--- config.mk ---
export PLATFORM = sky130hd
export DESIGN_NAME = bc_mac_seq
export DESIGN_NICKNAME = d
export VERILOG_FILES = /design/src/rtl/bc_mac_seq.sv
export SDC_FILE = /design/constraint.sdc
export NUM_CORES = 1
export LEC_CHECK = 0
export ABC_CLOCK_PERIOD_IN_PS = 7200
export CAP_MARGIN = 20
export CORE_AREA = 2 2 108 120
export DETAILED_ROUTE_END_ITERATION = 12
export DIE_AREA = 0 0 110 122
export PLACE_DENSITY = 0.8
export SLEW_MARGIN = 20
export SYNTH_ARGS = -nofsm -noshare
export SYNTH_HDL_FRONTEND = slang
export SYNTH_SLANG_ARGS = --single-unit
--- constraint.sdc ---
create_clock -name clk -period 7.2 [get_ports clk]
set_clock_uncertainty 0.1 [all_clocks]
set_input_delay 1.44 -clock clk [delete_from_list [all_inputs] [get_ports clk]]
set_output_delay 1.44 -clock clk [all_outputs]
set_load 0.005 [all_outputs]
--- src/rtl/bc_mac_seq.sv ---
// Bit-serial dot-product MAC: one weight bit-plane per cycle, LSB first, with valid/ready I/O.
// Define BC_MAC_SIGNED_EN for two's-complement weights (MSB plane subtracts); default is unsigned.

module bc_mac_lane #(
  parameter int ABITS = 4,
  parameter int WBITS = 8,
  parameter int CW    = 3
) (
  input  logic [ABITS-1:0] i_act,
  input  logic [WBITS-1:0] i_wt,
  input  logic [CW-1:0]    i_sel,
  output logic [ABITS-1:0] o_p
);
  assign o_p = i_wt[i_sel] ? i_act : '0;
endmodule

module bc_mac_seq #(
  parameter  int LANES = 8,
  parameter  int ABITS = 4,
  parameter  int WBITS = 8,
  localparam int LOG2L = $clog2(LANES),
  localparam int RW    = ABITS + WBITS + LOG2L + 1
) (
  input  logic                   clk,
  input  logic                   rst,
  input  logic                   in_valid,
  output logic                   in_ready,
  input  logic [LANES*ABITS-1:0] act,
  input  logic [LANES*WBITS-1:0] weight,
  output logic                   out_valid,
  input  logic                   out_ready,
  output logic [RW-1:0]          result,
  output logic                   busy
);
  localparam int PW = ABITS + LOG2L;
  localparam int AW = PW + 1;
  localparam int CW = $clog2(WBITS);

  typedef enum logic [1:0] {S_IDLE, S_RUN, S_DONE} state_t;

  state_t                   r_state, w_state_nx;
  logic [LANES*ABITS-1:0]   r_act;
  logic [LANES*WBITS-1:0]   r_wt;
  logic [AW-1:0]            r_acc;
  logic [WBITS-1:0]         r_trunc;
  logic [CW-1:0]            r_cnt;
  logic [RW-1:0]            r_result;

  logic [LANES-1:0][ABITS-1:0] w_lane;
  logic [PW-1:0]            w_plane;
  logic [AW:0]              w_acc_x, w_p_x, w_sum;
  logic                     w_sub, w_last, w_accept;

  assign in_ready  = (r_state == S_IDLE) | ((r_state == S_DONE) & out_ready);
  assign out_valid = (r_state == S_DONE);
  assign busy      = (r_state == S_RUN);
  assign result    = r_result;
  assign w_accept  = in_valid & in_ready;
  assign w_last    = (r_cnt == CW'(WBITS-1));

  for (genvar i = 0; i < LANES; i++) begin : g_lane
    bc_mac_lane #(.ABITS(ABITS), .WBITS(WBITS), .CW(CW)) u_lane (
      .i_act (r_act[i*ABITS +: ABITS]),
      .i_wt  (r_wt[i*WBITS +: WBITS]),
      .i_sel (r_cnt),
      .o_p   (w_lane[i])
    );
  end

  always_comb begin
    w_plane = '0;
    for (int i = 0; i < LANES; i++) w_plane = w_plane + PW'(w_lane[i]);
  end

  // Sum is one bit wider than acc so the pre-shift value never wraps.
`ifdef BC_MAC_SIGNED_EN
  assign w_sub   = w_last;
  assign w_acc_x = {r_acc[AW-1], r_acc};
`else
  assign w_sub   = 1'b0;
  assign w_acc_x = {1'b0, r_acc};
`endif
  assign w_p_x = (AW+1)'(w_plane);
  assign w_sum = w_sub ? (w_acc_x - w_p_x) : (w_acc_x + w_p_x);

  always_comb begin
    w_state_nx = r_state;
    case (r_state)
      S_IDLE:  if (in_valid) w_state_nx = S_RUN;
      S_RUN:   if (w_last) w_state_nx = S_DONE;
      S_DONE:  if (out_ready) w_state_nx = in_valid ? S_RUN : S_IDLE;
      default: w_state_nx = S_IDLE;
    endcase
  end

  always_ff @(posedge clk) begin
    if (rst) begin
      r_state  <= S_IDLE;
      r_act    <= '0;
      r_wt     <= '0;
      r_acc    <= '0;
      r_trunc  <= '0;
      r_cnt    <= '0;
      r_result <= '0;
    end else begin
      r_state <= w_state_nx;
      if (w_accept) begin
        r_act   <= act;
        r_wt    <= weight;
        r_acc   <= '0;
        r_trunc <= '0;
        r_cnt   <= '0;
      end else if (r_state == S_RUN) begin
        r_acc   <= w_sum[AW:1];
        r_trunc <= {w_sum[0], r_trunc[WBITS-1:1]};
        r_cnt   <= r_cnt + 1'b1;
        if (w_last) r_result <= {w_sum[AW:1], w_sum[0], r_trunc[WBITS-1:1]};
      end
    end
  end
endmodule
==> impl_metrics.tcl <==
set metrics [dict create \
    power.density_cell_area_nw_per_um2 230.9 \
    rsz0062_at_grt "no" \
    post-route-min-period_ns 5.529 \
    max_clock_freq_mhz 180.8 \
    tritoncts_clock_tree "yes" \
    hpwl_um 10380 \
    timing.final.hold_violations 0 \
    cts_hold_repair.buffers 0 \
    netlist-cell-type-count 40 \
    io-pin-count 119 \
    share_of_the_yosys_chip_area_belonging_to_registers_pct 41.56 \
    ys_seq_elements 132 \
    post_drt_via_cell_ratio 5.244 \
    synthesis.area_per_instance_um2 8.628 \
    pre_cts_ws_ns 1.303 \
    final-max-slew-violation-count 0 \
    clk_root_buffer_cell "clkbuf_16" \
    initial_core_util_pct 51.61 \
    drc 0 \
    floorplan.rows 43 \
    drt-initial-drc-count 204 \
    drtAntennaViolNets 0 \
    ir_worst_vdd_mv 0.1370 \
    timing.reg2reg.worst_path_depth 15 \
    post_cts.resized_instances 0 \
    worst_slew_margin_rel_pct 34.46 \
    numPortBuffers 118 \
    die_extent_in_y_um 122 \
    layout.cell_area.non_filler_um2 8102 \
    fin_nets 969 \
    layout_setup_ws_ns 1.671 \
    timing.hold.worst_path_depth 2 \
    slowest_delay_ns 0.69 \
    path_clk_slew_ns 0.06 \
    drtPass1Iterations 8 \
    min-delay-path-class "reg -> reg" \
    timing.critical_path.to "r_acc[5]" \
    clk_path_buf_depth 2 \
    path_depth 15 \
    critical_path.most_common_cell "fa_1" \
    grt_first_pass_wirelength_um 23250 \
    max_fo_critical_path 18 \
    grt_max_degree 98 \
    cts-buffers-inserted 17 \
    detail_route.wirelength_um 14320 \
    setup-violations-final 0 \
    synthCells 737 \
    critPathRequiredTime_ns 7.36 \
    routedWlPerCell_um 14.38 \
    crit_path_cell_trace "mux4_1 -> mux2i_4 -> nor2b_1 -> fa_1 -> fa_1 -> fa_1 -> inv_1 -> fa_1 -> inv_1 -> ha_1 -> fa_1 -> a21o_1 -> a21oi_1 -> mux2i_1 -> o21ai_0" \
    area_growth_pct 27.41 \
    critical_path.n_buffers_inverters 2 \
    fp.coreArea_um2 12320 \
    r2r-start "r_cnt[0]" \
    numClockSinks 132 \
    cts_max_level 4 \
    outcome "completed" \
    setup.reg_to_reg.worst_slack_ns 1.67 \
    post_synth_instance_area_um2 6359 \
    die_width_um 110 \
    cts_setup_buffers 0 \
    syn-num-nets 879 \
    yosys.area.top_type_share_pct 41.56 \
    arrival_ns 5.69 \
    via_count_of_the_first_global_routing_pass 5139 \
    critPathKind "reg -> reg" \
    placement.cell_area_um2 7500 \
    critPathCaptureType "flop" \
    worst-slew-pin-transition_ns 0.9831 \
    cell_types_occupying_the_most_area_after_synthesis "dfxtp_1 42%, nand2_1 15%, a21oi_1 10%" \
    worst_r2r_endpoint "r_acc[5]" \
    final_layout_size_suffix_gt1_share_pct 6.675 \
    cp_slowest_cell "dfxtp_2" \
    die_area_um2 13420 \
    worst_path_dominant_cell_family "adder cells" \
    number_of_antenna_violations_at_the_first_check_in_global_routing 0 \
    synth.largest_area_cell "dfxtp_1" \
    cp-start-kind "flop" \
    insertedDiodeCount 0 \
    gpl.final_weighted_congestion 0.8249 \
    grt_overflow 0 \
    insertion_delay_to_the_later_sink_of_the_worst_skew_pair_ns 0.40 \
    layout_worst_path_cycle_share_pct 76.80 \
    synth_warnings 0 \
    gr-usage-all-layers_pct 22.11 \
    max_cap_violations 0 \
    vias 5223 \
    critPathLaunch "r_cnt[0]" \
    p_leak_nw 3.166 \
    fin_tns_setup_ns 0 \
]
through the flow:
stage / utilization (%) / hold WS, ns / power, mW / std cells
2_1_floorplan: - / 0.3315 / 0.9352 / 737
3_3_place_gp: 60.87 / 0.3386 / 1.011 / 965
3_5_place_dp: 60.87 / 0.3448 / 1.020 / 965
4_1_cts: 65.75 / 0.3527 / 1.881 / 996
5_1_grt: 65.76 / 0.3693 / 1.943 / 996
6_report: 65.76 / 0.3541 / 1.870 / 996
worst min-delay path: stages (launching register included):
cell     delay, ns
dfxtp_1       0.31
nand2_1       0.05
a21oi_1       0.05
flip-flops by register name, summed over array words and instances (netlist names):
name and count:
r_cnt 3, r_state 2, r_act 32, r_trunc 7, result 16, r_acc 8
r_wt 64
cell usage in the layout, fill, tap and decap left out, types with 4 or more instances in the layout:
cell type and count:
fa_1 27, clkinv_4 4, mux4_2 9, nand2_1 259, a211oi_1 4, or4_1 4
nor2b_1 11, clkbuf_16 17, inv_1 33, mux4_1 7, nand2b_1 8, ha_1 15
dfxtp_1 131, nor2_1 8, clkdlybuf4s50_1 117, a21oi_1 128
cell families (layout without fill, tap and decap cells):
kind of cell    Yosys count  count (layout)  share of synthesized area (%)
compound gates          141             141                          11.59
flops                   132             132                          41.56
xor+xnor                  2               2                         0.2755
mux                      26              26                          8.520
fa+ha+maj                42              42                          11.45
simple gates            311             311                          20.48
buf+inv                  83             185                          6.120
worst min-delay path by stage:
stage | from | endpoint | slack, ns
after detailed placement | r_wt[20] | r_wt[20] | 0.34
after global placement | r_wt[8] | r_wt[8] | 0.34
after global routing | r_wt[22] | r_wt[22] | 0.37
after floorplan | r_wt[13] | r_wt[13] | 0.33
final | r_wt[22] | r_wt[22] | 0.35
after CTS | r_wt[20] | r_wt[20] | 0.35
cells in the mapped netlist (all sizes together):
master,instances
o2111ai,1
nand2,260
nor2,9
a21oi,128
nor3,1
a211oi,5
o31a,1
nand3,3
nand4b,3
nor4b,2
o21ai,3
inv,34
mux4,16
nor2b,11
mux2,5
ha,15
buf,29
and2,3
fa,27
clkbuf,20
a31oi,1
dfxtp,132
a21o,2
or4,4
and2b,1
xnor2,2
nor4bb,2
nand2b,9
mux2i,5
nand3b,3
final cells by class:
type,instances,area [µm²]
Fill cell,978,4219
Multi-Input combinational cell,522,3339
Tap cell,157,196.4
Clock inverter,12,157.7
Sequential cell,132,2644
Inverter,34,127.6
Timing Repair Buffer,120,1194
Clock buffer,19,442.9
where the power goes:
part	switching (mW)	internal (mW)	leakage (nW)
Sequential	0.0259	0.767	1.08
Combinational	0.105	0.106	1.80
Clock	0.314	0.552	0.285
Total	0.445	1.43	3.17
per-layer routing:
| metal | wire length (µm) | GRT usage, % | up-vias | share of wire, % |
|---|---|---|---|---|
| met3 | 634 | 5.190 | 17 | 4.4 |
| met5 | 0 | 0 | - | 0 |
| met4 | 190 | 6.408 | 0 | 1.3 |
| met1 | 6020 | 26.99 | 2472 | 42 |
| li1 | - | - | 2600 | - |
| met2 | 7478 | 38.54 | 134 | 52 |
(Power assumes the default switching activity.)
